### src/rtl/level_ctrl.sv
// Whack-a-Mole progression controller: score, misses, level 1..MAX_LEVEL, level-up pause.
// Optional feature macro: LEVEL_BONUS_LIFE_EN (each level-up forgives one miss).
module level_ctrl #(
    parameter int HITS_PER_LEVEL = 10,
    parameter int MAX_MISSES     = 3,
    parameter int MAX_LEVEL      = 8,
    parameter int PAUSE_CYCLES   = 50000000
) (
    input  logic       clk,
    input  logic       reset,
    input  logic       start,
    input  logic       hit,
    input  logic       miss,
    output logic [3:0] level,
    output logic [7:0] score,
    output logic [1:0] misses,
    output logic       level_up,
    output logic       playing,
    output logic       game_over
);

    localparam int PW = $clog2(PAUSE_CYCLES + 1);

    typedef enum logic [1:0] {IDLE, PLAY, PAUSE, OVER} state_t;

    state_t          state_q, state_d;
    logic [3:0]      level_q, level_d;
    logic [7:0]      score_q, score_d;
    logic [1:0]      misses_q, misses_d;
    logic [7:0]      hit_cnt_q, hit_cnt_d;
    logic [PW-1:0]   pause_cnt_q, pause_cnt_d;
    logic            level_up_q, level_up_d;
    logic            playing_q, playing_d;
    logic            game_over_q, game_over_d;

    logic [8:0]      hit_inc;
    logic [2:0]      misses_inc;

    assign hit_inc    = {1'b0, hit_cnt_q} + 9'd1;
    assign misses_inc = {1'b0, misses_q} + 3'd1;

    always_comb begin
        state_d     = state_q;
        level_d     = level_q;
        score_d     = score_q;
        misses_d    = misses_q;
        hit_cnt_d   = hit_cnt_q;
        pause_cnt_d = pause_cnt_q;
        level_up_d  = 1'b0;

        case (state_q)
            IDLE, OVER: begin
                if (start) begin
                    state_d   = PLAY;
                    level_d   = 4'd1;
                    score_d   = 8'd0;
                    misses_d  = 2'd0;
                    hit_cnt_d = 8'd0;
                end
            end
            PLAY: begin
                if (hit) begin
                    score_d   = (score_q == 8'hFF) ? score_q : score_q + 8'd1;
                    hit_cnt_d = hit_inc[7:0];
                end
                if (miss) begin
                    misses_d = misses_inc[1:0];
                end
                // Game over takes priority over a level-up completed in the same cycle
                if (miss && (misses_inc == 3'(MAX_MISSES))) begin
                    state_d = OVER;
                end else if (hit && (hit_inc == 9'(HITS_PER_LEVEL))) begin
                    hit_cnt_d = 8'd0;
                    if (level_q < 4'(MAX_LEVEL)) begin
                        level_d     = level_q + 4'd1;
                        level_up_d  = 1'b1;
                        state_d     = PAUSE;
                        pause_cnt_d = '0;
`ifdef LEVEL_BONUS_LIFE_EN
                        misses_d = (misses_d == 2'd0) ? 2'd0 : misses_d - 2'd1;
`else
                        misses_d = misses_d;
`endif
                    end
                end
            end
            PAUSE: begin
                if (pause_cnt_q == PW'(PAUSE_CYCLES - 1)) begin
                    state_d     = PLAY;
                    pause_cnt_d = '0;
                end else begin
                    pause_cnt_d = pause_cnt_q + 1'b1;
                end
            end
            default: state_d = IDLE;
        endcase

        playing_d   = (state_d == PLAY);
        game_over_d = (state_d == OVER);
    end

    always_ff @(posedge clk) begin
        if (!reset) begin
            state_q     <= IDLE;
            level_q     <= 4'd0;
            score_q     <= 8'd0;
            misses_q    <= 2'd0;
            hit_cnt_q   <= 8'd0;
            pause_cnt_q <= '0;
            level_up_q  <= 1'b0;
            playing_q   <= 1'b0;
            game_over_q <= 1'b0;
        end else begin
            state_q     <= state_d;
            level_q     <= level_d;
            score_q     <= score_d;
            misses_q    <= misses_d;
            hit_cnt_q   <= hit_cnt_d;
            pause_cnt_q <= pause_cnt_d;
            level_up_q  <= level_up_d;
            playing_q   <= playing_d;
            game_over_q <= game_over_d;
        end
    end

    assign level     = level_q;
    assign score     = score_q;
    assign misses    = misses_q;
    assign level_up  = level_up_q;
    assign playing   = playing_q;
    assign game_over = game_over_q;

endmodule

### config.mk
export PLATFORM = sky130hd
export DESIGN_NAME = level_ctrl
export DESIGN_NICKNAME = d
export VERILOG_FILES = /design/src/rtl/level_ctrl.sv
export SDC_FILE = /design/constraint.sdc
export NUM_CORES = 1
export LEC_CHECK = 0
export CORE_MARGIN = 1.5
export CORE_UTILIZATION = 65
export CTS_BUF_LIST = sky130_fd_sc_hd__clkbuf_8
export DETAILED_ROUTE_END_ITERATION = 12
export PLACE_DENSITY_LB_ADDON = 0.05
export SYNTH_ARGS = -nofsm -noshare
export SYNTH_HDL_FRONTEND = slang
export SYNTH_SLANG_ARGS = --single-unit
### constraint.sdc
create_clock -name clk -period 5.2 [get_ports clk]
set_input_delay 0.52 -clock clk [delete_from_list [all_inputs] [get_ports clk]]
set_output_delay 0.52 -clock clk [all_outputs]
set_load 0.02 [all_outputs]
# Yosys cells after proc, flatten, opt, wreduce, memory -nomap -nowiden
# Cells that the tools add are included.
[word_totals] elab_cells=74 input_bits=5 output_inout_bits=17 regBits=53
[op_classes] n_eq_ne=16 add_sub_neg=5 n_reduce_logical=12 bitwise=3 order_cmp=1 mux=28
[ops] cell="$mux W26" n=4
[ops] cell="$pmux W26 S2" n=1
[ops] cell="$mux W8" n=6
[ops] cell="$pmux W8 S2" n=2
[ops] cell="$add A26 B1 Y26 const B" n=1
[ops] cell="$eq A26 B26 Y1 const B" n=1
[ops] cell="$mux W4" n=4
[ops] cell="$mux W2" n=7
[ops] cell="$ne A2 B2 Y1 const B" n=7
[ops] cell="$add A8 B1 Y9 const B" n=1
[ops] cell="$eq A9 B4 Y1 const B" n=1
[ops] cell="$add A8 B1 Y8 const B" n=1
[ops] cell="$eq A8 B8 Y1 const B" n=1
[ops] cell="$pmux W4 S2" n=1
[ops] cell="$reduce_and A4 Y1" n=2
[ops] cell="$eq A2 B2 Y1 const B" n=3
[ops] cell="$pmux W2 S3" n=1
[ops] cell="$reduce_and A5 Y1" n=1
[ops] cell="$add A4 B1 Y4 const B" n=1
[ops] cell="$eq A2 B1 Y1 const B" n=2
[ops] cell="$lt A4 B4 Y1 const B" n=1
[ops] cell="$pmux W2 S2" n=1
[ops] cell="$reduce_bool A2 Y1" n=2
[ops] cell="$reduce_or A4 Y1" n=1
[ops] cell="other kinds (9)" n=12

# Depth between registers and ports, before layout
# Gate-level depths: netlist (run 1).
[logic_depth] ltp_word=7 depth_mapped=10 depth_no_buf=8

# Worst setup path after synthesis (run 1)
# OpenSTA, ideal clock, no wires.
[synth_path] kind="reg-to-reg" from="register hit_cnt_q[0]" to="register pause_cnt_q[19]" n_path_buf=2 path_stages_with_launch=10 synth_period_minus_slack_ns=2.363 arrival_time_ns=2.293 setup_ns=0.070 setup_slack_ns=2.837 required_time_ns=5.130 path_cell_list="dfxtp_1 ha_1 buf_6 a21o_1 a311o_1 a21oi_4 a31oi_2 buf_6 or4_1 a21oi_1"
[synth_via] elab_chain_len=5
[synth_rtl] element="start: declaration" line_no="30" text="logic [7:0] hit_cnt_q, hit_cnt_d;"
[synth_rtl] element="start signal: assignment" line_no="118" text="hit_cnt_q <= hit_cnt_d;"
[synth_rtl] element="$add A8 B1 Y9" line_no="39" text="assign hit_inc = {1'b0, hit_cnt_q} + 9'd1;"
[synth_rtl] element="$eq A9 B4 Y1" line_no="72" text="end else if (hit && (hit_inc == 9'(HITS_PER_LEVEL))) begin"
[synth_rtl] element="$logic_and A1 B1 Y1" line_no="72"
[synth_rtl] element="$ne A2 B2 Y1 (no source line)"
[synth_rtl] element="$reduce_and A4 Y1 (no source line)"
[synth_rtl] element="end signal: assignment" line_no="119" text="pause_cnt_q <= pause_cnt_d;"
[synth_rtl] element="end: declaration" line_no="31" text="logic [PW-1:0] pause_cnt_q, pause_cnt_d;"
# No other way between the ends.
# A chain may end at the register's enable or synchronous reset.

# Final worst setup path (run 1)
[layout_path] from="register hit_cnt_q[0]" to="register pause_cnt_q[17]"
# Same word-level chain as after synthesis.

==> results.tsv, run 1 <==
stage	metric	value	unit
run_status	status	finished, final reports clean	
grt	M1 GR Usage	0.3937	
logic_synthesis	Mapped Nets	357	
sta	setup violators final	0	
placement	IO Port Bufs	21	
sta	Setup TNS Final	0	ns
clock_tree	Post-CTS Hold Fix Bufs	0	
finish	n_diodes	0	
floorplanning	Die W	69.50	um
clock_tree	H-tree levels	2	
clock_tree	Root Buffer	clkbuf_8	
worst_hold_path	Min-Delay Path Class	reg -> reg	
placement	DPL Wire Length	4.275	mm
placement	DP Area	0.003078	mm^2
sta	Worst Tran Pin Value	0.7751	ns
grt	first-pass GRT wire length	10.73	mm
clock_tree	Post-CTS Resized	0	
logic_synthesis	EDFF count, synth	0	
finish	most common cell after layout, fill and taps aside	dfxtp_1	
setup_path	worst path required time	5.44	ns
clock_tree	clk sink count	53	
setup_path	largest fanout on the critical path	20	
clock_tree	CTS max path bufs	2	
sta	endpoints failing hold	0	
detailed_routing	DR iter-0 viols	189	
worst_hold_path	hold_sp	pause_cnt_q[25]	
setup_path	path depth of the worst reg2reg path	7	
clock_tree	Setup Buffers After CTS	0	
grt	vias in the first global route	2332	
detailed_routing	via count	2620	
detailed_routing	post-route ant nets	0	
finish	area growth from synthesis to layout	9.883	%
clock_tree	Clock Pin Slew Worst Setup and Hold Paths	0.09	ns
logic_synthesis	mapped cell area	0.002874	mm^2
setup_path	Critical Path Source Type	flip-flop	
pwr	Leak	0.9747	nW
sta	unrepaired setup endpoints after global routing	no	
finish	# fillers	302	
floorplanning	num rows	23	
grt	Global Route Usage Sum	0.2650	
grt	GR peak layer	met2	
detailed_routing	DR DRC count	0	
grt	initial antenna violation count	0	
placement	Cells after DPL	402	
job	Max-Cap Viols	0	
logic_synthesis	number of distinct library cells after synthesis	58	
finish	highest-count cells in the layout ignoring fill and taps	53 x dfxtp_1, 30 x a21oi_1, 25 x nand2_1	
setup_path	Crit Path Class	reg -> reg	
setup_path	nature of the critical path endpoint	flip-flop	
logic_synthesis	post-synthesis register bit count	53	
setup_path	Critical R2R Launch	hit_cnt_q[0]	
logic_synthesis	Mean Syn Cell Area	8.355	um^2
detailed_routing	final wirelength	6.098	mm
floorplanning	Initial Utilization	0.6984	
sta	Max Fclk	356.9	MHz
detailed_routing	DRT Pass-1 Iters	5	
setup_path	Worst EP arrival	3.04	ns
logic_synthesis	register area share after synthesis	0.3692	
sta	final period utilization	0.5388	
logic_synthesis	asr flop ratio synth	0	
sta	Final Critical Period	2.802	ns
sta	Fin Hold WS	0.4969	ns
setup_path	RR Endpoint	pause_cnt_q[17]	
finish	Final Non-Filler Cells	410	
grt	GRT overflow	0	
clock_tree	Worst-Skew Late Latency	0.30	ns
floorplanning	chip height	69.50	um
pwr	pwr dens	221.1	mW/mm^2
placement	GP Congestion	0.9303	
logic_synthesis	Top FF cell, synth	dfxtp_1	
grt	met3 GRT Util	0.04942	
worst_hold_path	worst min-delay path endpoint	pause_cnt_q[25]	
setup_path	Reg2Reg Setup Slack	2.40	ns
detailed_routing	WL/cell	14.87	um
grt	met2 usage	0.4028	
clock_tree	CTS tree	built	
logic_synthesis	synthesis warning total	0	
floorplanning	die area	0.004830	mm^2
finish	nets@finish	372	
sta	max-slew violations	0	
finish	cell area after layout	0.003158	mm^2
pwr	VDD IR max	0.1767	mV
sta	Worst slew margin	0.4816	
sta	Worst Skew	0.004373	ns
grt	largest net degree at the start of global routing	28	
logic_synthesis	Syn Inst Count	344	
detailed_routing	DR vias/cell	6.390	
clock_tree	TritonCTS buffer count	5	
worst_hold_path	Hold Path Stages	2	
floorplanning	I/O pin count	22	
finish	share of cells above drive strength 1	0.03889	
floorplanning	core area	0.004115	mm^2
## cell type report
type                            instances  area (um^2)  area share
Multi-Input combinational cell        265         1692      0.5357
Sequential cell                        53         1061      0.3360
Timing Repair Buffer                   22        217.7     0.06894
Clock buffer                            5        68.82     0.02179
Tap cell                               50        62.56     0.01981
Inverter                               12        45.04     0.01426
Clock inverter                          3        11.26    0.003566
## critical path, cell delays in order, from the launching register on
cell and delay [ns]:
dfxtp_1 0.47, ha_1 0.38, nand2_1 0.08, or4_1 0.54, nand3_2 0.19, a31oi_2 0.33, or4_1 0.57, a21oi_1 0.16
## kinds of logic after synthesis
logic type / share of synthesized area
DFF: 0.3692
adders and majority gates: 0.03483
buffers and inverters: 0.04223
xor gates and xnor gates: 0.04267
muxes: 0.006966
AOI/OAI and AO/OA: 0.2142
and+or+nand+nor: 0.2899
## flip-flops by register name, indices dropped and copies added (netlist names)
register,cells
score,8
state_q,2
pause_cnt_q,26
hit_cnt_q,8
level,4
level_up,1
misses,2
game_over,1
playing,1
## how the worst max path moves through the flow
stage | start | endpoint | cells after the start
after floorplan | hit_cnt_q[0] | pause_cnt_q[19] | 9
after global placement | hit_cnt_q[0] | pause_cnt_q[15] | 7
after detailed placement | hit_cnt_q[0] | pause_cnt_q[17] | 7
after CTS | hit_cnt_q[0] | pause_cnt_q[17] | 7
after global routing | hit_cnt_q[0] | pause_cnt_q[17] | 7
final | hit_cnt_q[0] | pause_cnt_q[17] | 7
## report_power, final
group / internal, mW / total, mW / leakage, nW / switching [mW]
combinational: 0.0233 / 0.0650 / 0.495 / 0.0418
sequential: 0.410 / 0.416 / 0.428 / 0.00530
clock: 0.0902 / 0.218 / 0.0519 / 0.127
## stage by stage
step	util	total power [mW]	setup slack (ns)
3_5_place_dp	0.7479	0.4885	2.427
4_1_cts	0.7674	0.7023	2.409
6_report	0.7674	0.6983	2.398
5_1_grt	0.7674	0.7259	2.164
3_3_place_gp	0.7479	0.4871	2.547
2_1_floorplan	-	0.4679	2.837
## routing by layer
layer	routed length (um)	part of all wire
met1	3109	0.51
met4	36	0.0059
met5	0	0
met2	2670	0.44
met3	282	0.046
## cell usage after synthesis, drive strengths merged (2+ instances only)
| cell type | instances | area, um^2 |
|---|---|---|
| dfxtp | 53 | 1061 |
| a21oi | 31 | 166.4 |
| nand2 | 25 | 93.84 |
| o21ai | 23 | 115.1 |
| nor2 | 21 | 78.83 |
| or3 | 17 | 106.4 |
| nand3 | 16 | 85.08 |
| or4 | 16 | 120.1 |
| o31ai | 14 | 105.1 |
| nand4 | 13 | 81.33 |
| inv | 12 | 45.04 |
| xor2 | 9 | 78.83 |
| and3 | 8 | 50.05 |
| buf | 8 | 53.80 |
| ha | 8 | 100.1 |
| clkbuf | 6 | 22.52 |
| a31oi | 5 | 52.55 |
| and2 | 5 | 31.28 |
| xnor2 | 5 | 43.79 |
| and4 | 4 | 35.03 |
| nor3 | 4 | 20.02 |
| nand2b | 3 | 18.77 |
| nor2b | 3 | 18.77 |
| a211oi | 2 | 15.01 |
| a21boi | 2 | 15.01 |
| mux2i | 2 | 20.02 |
| nand3b | 2 | 15.01 |
| nor3b | 2 | 15.01 |
| nor4 | 2 | 12.51 |
| o211ai | 2 | 15.01 |
| o21a | 2 | 15.01 |
| or2 | 2 | 12.51 |
(Power assumes the default switching activity.)
==> run 2, diff against run 1 <==
CORE_UTILIZATION = 55   (was 65)
clock period = 2.5 ns   (was 5.2 ns; I/O delays follow)
==> run 2 against run 1 <==
Sequential share of layout area shrank 2.5 points. Combinational power rose by 140%. Hold slack got worse by 0.0091 ns. Clock skew rose by 0.0069 ns. Setup slack lost 2.3 ns. Power increased by 110%. Sequential cell count unchanged.
==> results.tsv, run 2 (same netlist as run 1, synthesis figures left out) <==
stage	metric	value	unit	change
clock_tree	Clock Pin Slew Worst Setup and Hold Paths	0.10	ns	was 0.09 ns
sta	Worst Skew	0.01124	ns	was 0.004373 ns
floorplanning	core area	0.005075	mm^2	was 0.004115 mm^2
detailed_routing	DR DRC count	0		unchanged
clock_tree	H-tree levels	2		unchanged
finish	most common cell after layout, fill and taps aside	dfxtp_1		unchanged
detailed_routing	post-route ant nets	0		unchanged
sta	max-slew violations	0		unchanged
detailed_routing	DRT Pass-1 Iters	4		was 5
detailed_routing	WL/cell	14.45	um	was 14.87 um
grt	initial antenna violation count	0		unchanged
sta	Max Fclk	418.3	MHz	was 356.9 MHz
placement	worst slack, placed	0.03106	ns	was 2.427 ns
clock_tree	CTS tree	built		unchanged
grt	largest net degree at the start of global routing	26		was 28
sta	final period utilization	0.9562		was 0.5388
floorplanning	I/O pin count	22		unchanged
grt	met3 GRT Util	0.04284		was 0.04942
setup_path	nature of the critical path endpoint	flip-flop		unchanged
clock_tree	CTS max path bufs	2		unchanged
setup_path	Critical Path Source Type	flip-flop		unchanged
floorplanning	chip height	75.29	um	was 69.50 um
sta	Worst Tran Pin Value	0.6295	ns	was 0.7751 ns
floorplanning	num rows	26		was 23
sta	Final Critical Period	2.391	ns	was 2.802 ns
clock_tree	TritonCTS buffer count	5		unchanged
floorplanning	die area	0.005668	mm^2	was 0.004830 mm^2
finish	n_diodes	0		unchanged
grt	first-pass GRT wire length	10.22	mm	was 10.73 mm
placement	IO Port Bufs	21		unchanged
worst_hold_path	Min-Delay Path Class	reg -> reg		unchanged
finish	nets@finish	396		was 372
finish	highest-count cells in the layout ignoring fill and taps	53 x dfxtp_1, 30 x a21oi_1, 25 x nand2_1		unchanged
run_status	status	finished, final reports clean		unchanged
clock_tree	clk sink count	53		unchanged
finish	max reg flops	26		unchanged
setup_path	Worst EP arrival	2.65	ns	was 3.04 ns
setup_path	worst path required time	2.76	ns	was 5.44 ns
job	Max-Cap Viols	0		unchanged
clock_tree	Root Buffer	clkbuf_8		unchanged
finish	area growth from synthesis to layout	18.68	%	was 9.883%
pwr	pwr dens	438.6	mW/mm^2	was 221.1 mW/mm^2
sta	Setup TNS Final	0	ns	unchanged
grt	Global Route Usage Sum	0.2343		was 0.2650
sta	Worst slew margin	0.5771		was 0.4816
placement	Cells after DPL	438		was 402
pwr	Overall Power	1.496	mW	was 698.3 uW
finish	Final Non-Filler Cells	454		was 410
grt	M1 GR Usage	0.3149		was 0.3937
pwr	VDD IR max	0.3509	mV	was 0.1767 mV
grt	GRT overflow	0		unchanged
sta	PnR worst setup slack	0.1094	ns	was 2.398 ns
floorplanning	Initial Utilization	0.5663		was 0.6984
finish	share of cells above drive strength 1	0.1042		was 0.03889
detailed_routing	via count	2723		was 2620
clock_tree	Worst-Skew Late Latency	0.32	ns	was 0.30 ns
finish	Biggest register	pause_cnt_q		unchanged
setup_path	largest fanout on the critical path	9		was 20
detailed_routing	DR iter-0 viols	195		was 189
pwr	Leak	1.086	nW	was 0.9747 nW
grt	GR peak layer	met2		unchanged
sta	setup violators final	0		unchanged
detailed_routing	final wirelength	6.561	mm	was 6.098 mm
grt	met2 usage	0.3713		was 0.4028
setup_path	Reg2Reg Setup Slack	0.11	ns	was 2.40 ns
placement	GP Congestion	0.7853		was 0.9303
placement	DPL Wire Length	4.469	mm	was 4.275 mm
grt	vias in the first global route	2287		was 2332
setup_path	Crit Path Class	reg -> reg		unchanged
detailed_routing	DR vias/cell	5.998		was 6.390
floorplanning	Die W	75.29	um	was 69.50 um
sta	unrepaired setup endpoints after global routing	no		unchanged
sta	endpoints failing hold	0		unchanged
run 2: cell type report:
class | instances | area, um^2
multi-input combinational | 267 | 1738
inverter | 12 | 45.04
clock inverter | 3 | 15.01
clock buffer | 5 | 68.82
fill | 454 | 1664
sequential | 53 | 1061
timing repair buffer | 44 | 395.4
tap | 70 | 87.58
run 2: what timing repair did:
action / 4_1_cts / 5_1_grt
endpoints found under the setup margin: 5 / 12
gates cloned: 0 / 2
pin swaps: 0 / 5
gates resized for setup: 1 / 2
buffers inserted: 0 / 6
hold buffers: 0 / 0
run 2: per-layer routing:
layer	wire (um)	up-vias
met4	119	0
met5	0	-
li1	-	1388
met2	2912	58
met3	297	10
met1	3232	1267
run 2: where the power goes:
part           internal, mW  switching (mW)
Sequential            0.854         0.00860
Combinational        0.0648          0.0913
Clock                 0.191           0.287
run 2: worst paths after layout:
path | from | depth (start not counted) | end
max reg2reg | hit_cnt_q[0] | 9 | pause_cnt_q[8]
min | pause_cnt_q[23] | 2 | pause_cnt_q[23]
min reg2reg | pause_cnt_q[23] | 2 | pause_cnt_q[23]
max | hit_cnt_q[0] | 9 | pause_cnt_q[8]
run 2: critical path, cell delays in order (launching register included):
cell and delay, ns:
dfxtp_1 0.33, ha_1 0.23, a21o_1 0.17, a311o_1 0.38, a21oi_4 0.15, buf_4 0.15, a31oi_4 0.17, buf_4 0.20
or4_1 0.40, a21oi_1 0.14
run 2: metrics by stage:
stage	utilization	area (um^2)	hold slack, ns
floorplan	-	2874	0.4517
global placement	0.6376	3236	0.4702
detailed placement	0.6376	3236	0.4739
CTS	0.6558	3328	0.4872
global route	0.6721	3411	0.5294
finish	0.6721	3411	0.4879
==> run 3, diff against run 2 <==
CORE_MARGIN = 2   (was 1.5)
CORE_UTILIZATION = 59   (was 55)
DONT_BUFFER_PORTS = 1   (was default)
==> run 3 against run 2 <==
First-iteration DRC count decreased by 7.2%. Largest power group unchanged. Clock skew down 0.00066 ns. Sequential share of layout area increased by 2.3 points.
==> results.tsv, run 3 (same netlist as run 1, synthesis figures left out) <==
stage	metric	value	unit	change
sta	Worst slew margin	0.5978		was 0.5771
detailed_routing	via count	2630		was 2723
pwr	Comb power frac	0.083		was 0.104
floorplanning	die area	0.005446	mm^2	was 0.005668 mm^2
placement	GP Congestion	0.8196		was 0.7853
pwr	Pint	1.204	mW	was 1.109 mW
sta	Fin Hold WS	0.06537	ns	was 0.4879 ns
pwr	switching pwr	369.4	uW	was 386.6 uW
detailed_routing	DR DRC count	0		unchanged
setup_path	Crit Path Class	reg -> reg		unchanged
pwr	clock network fraction of total power	0.364		was 0.319
detailed_routing	final wirelength	6.348	mm	was 6.561 mm
finish	area growth from synthesis to layout	10.58	%	was 18.68%
setup_path	Worst EP arrival	2.69	ns	was 2.65 ns
sta	Worst Tran Pin Value	0.6006	ns	was 0.6295 ns
pwr	sequential share of power	0.553		was 0.576
run_status	status	finished, final reports clean		unchanged
sta	setup violators final	0		unchanged
setup_path	worst path required time	2.74	ns	was 2.76 ns
sta	unrepaired setup endpoints after global routing	yes		was no
pwr	VDD IR max	0.4617	mV	was 0.3509 mV
sta	final period utilization	0.9777		was 0.9562
detailed_routing	post-route ant nets	0		unchanged
finish	Biggest register	pause_cnt_q		unchanged
sta	max-slew violations	0		unchanged
sta	Worst Skew	0.01058	ns	was 0.01124 ns
clock_tree	Post-CTS Hold Fix Bufs	0		unchanged
clock_tree	CTS tree	built		unchanged
grt	initial antenna violation count	0		unchanged
floorplanning	num rows	25		was 26
grt	GRT overflow	0		unchanged
sta	endpoints failing hold	0		unchanged
finish	share of cells above drive strength 1	0.1053		was 0.1042
clock_tree	TritonCTS buffer count	5		unchanged
finish	highest-count cells in the layout ignoring fill and taps	53 x dfxtp_1, 30 x a21oi_1, 25 x nand2_1		unchanged
grt	Global Route Usage Sum	0.2440		was 0.2343
clock_tree	clk sink count	53		unchanged
grt	first-pass GRT wire length	10.52	mm	was 10.22 mm
pwr	Leak	1.019	nW	was 1.086 nW
floorplanning	Die W	73.80	um	was 75.29 um
detailed_routing	DRT Pass-1 Iters	4		unchanged
pwr	pwr dens	495.0	mW/mm^2	was 438.6 mW/mm^2
setup_path	Critical Path Source Type	flip-flop		unchanged
floorplanning	I/O pin count	22		unchanged
finish	# fillers	411		was 454
finish	max reg flops	26		unchanged
placement	IO Port Bufs	0		was 21
placement	DPL Wire Length	4.578	mm	was 4.469 mm
finish	most common cell after layout, fill and taps aside	dfxtp_1		unchanged
detailed_routing	WL/cell	14.83	um	was 14.45 um
setup_path	nature of the critical path endpoint	flip-flop		unchanged
clock_tree	Worst-Skew Late Latency	0.30	ns	was 0.32 ns
sta	Max Fclk	409.1	MHz	was 418.3 MHz
worst_hold_path	Min-Delay Path Class	in -> reg		was reg -> reg
finish	nets@finish	373		was 396
floorplanning	chip height	73.80	um	was 75.29 um
clock_tree	Root Buffer	clkbuf_8		unchanged
detailed_routing	DR vias/cell	6.145		was 5.998
clock_tree	CTS max path bufs	2		unchanged
floorplanning	core area	0.004723	mm^2	was 0.005075 mm^2
pwr	sw frac	0.2348		was 0.2584
setup_path	largest fanout on the critical path	16		was 9
clock_tree	H-tree levels	2		unchanged
pwr	Overall Power	1.573	mW	was 1.496 mW
grt	largest net degree at the start of global routing	20		was 26
floorplanning	Initial Utilization	0.6085		was 0.5663
job	Max-Cap Viols	0		unchanged
detailed_routing	DR iter-0 viols	181		was 195
sta	Final Critical Period	2.444	ns	was 2.391 ns
finish	n_diodes	0		unchanged
clock_tree	Clock Pin Slew Worst Setup and Hold Paths	0.10	ns	about the same
grt	vias in the first global route	2418		was 2287
[run 3: worst paths after layout]
path / to / start / slack (ns) / cells past startpoint
max: pause_cnt_q[8] / hit_cnt_q[0] / 0.06 / 8
min: score[0] / reset / 0.07 / 1
max reg2reg: pause_cnt_q[8] / hit_cnt_q[0] / 0.06 / 8
min reg2reg: pause_cnt_q[23] / pause_cnt_q[23] / 0.50 / 2
[run 3: through the flow]
stage	instance area (um^2)	setup WS, ns	utilization	TNS [ns]	cells
3_5_place_dp	3024	0.04728	0.6403	0	416
5_1_grt	3178	-0.03524	0.6728	-0.08259	428
4_1_cts	3136	0.02553	0.6638	0	424
2_1_floorplan	2874	0.1369	-	0	344
6_report	3178	0.05578	0.6728	0	428
3_3_place_gp	3024	0.1166	0.6403	0	416
[run 3: worst max-delay path: stages (launching register included)]
cell	delay [ns]
dfxtp_1	0.32
ha_1	0.24
a21o_1	0.16
a311o_1	0.38
a21oi_4	0.28
a31oi_4	0.26
buf_4	0.22
or4_1	0.39
a21oi_1	0.14
[run 3: power by group through the flow]
| stage | logic, mW | registers (mW) | clock network (mW) |
|---|---|---|---|
| finish | 0.130 | 0.870 | 0.573 |
| global route | 0.145 | 0.872 | 0.619 |
| CTS | 0.130 | 0.870 | 0.590 |
| detailed placement | 0.130 | 0.889 | 0 |
| global placement | 0.127 | 0.889 | 0 |
| floorplan | 0.0830 | 0.890 | 0 |
[run 3: area by class of cell]
class	instances	area (um^2)	share of cell area
Clock inverter	3	42.54	0.01339
Inverter	12	45.04	0.01417
Tap cell	67	83.83	0.02638
Multi-Input combinational cell	265	1700	0.5350
Timing Repair Buffer	23	176.4	0.05551
Clock buffer	5	68.82	0.02165
Sequential cell	53	1061	0.3339
[run 3: repair_timing]
action                                  in CTS  in global routing
resized for setup                            0                  2
buffers inserted                             0                  4
hold endpoints to repair                     0                  0
endpoints found under the setup margin       0                 17
[run 3: metal layers]
layer | track usage | wire length (um) | vias up
met5 | 0 | 0 | -
li1 | - | - | 1326
met4 | 0.07879 | 85 | 0
met3 | 0.05075 | 321 | 10
met1 | 0.3376 | 3069 | 1230
met2 | 0.3790 | 2873 | 64
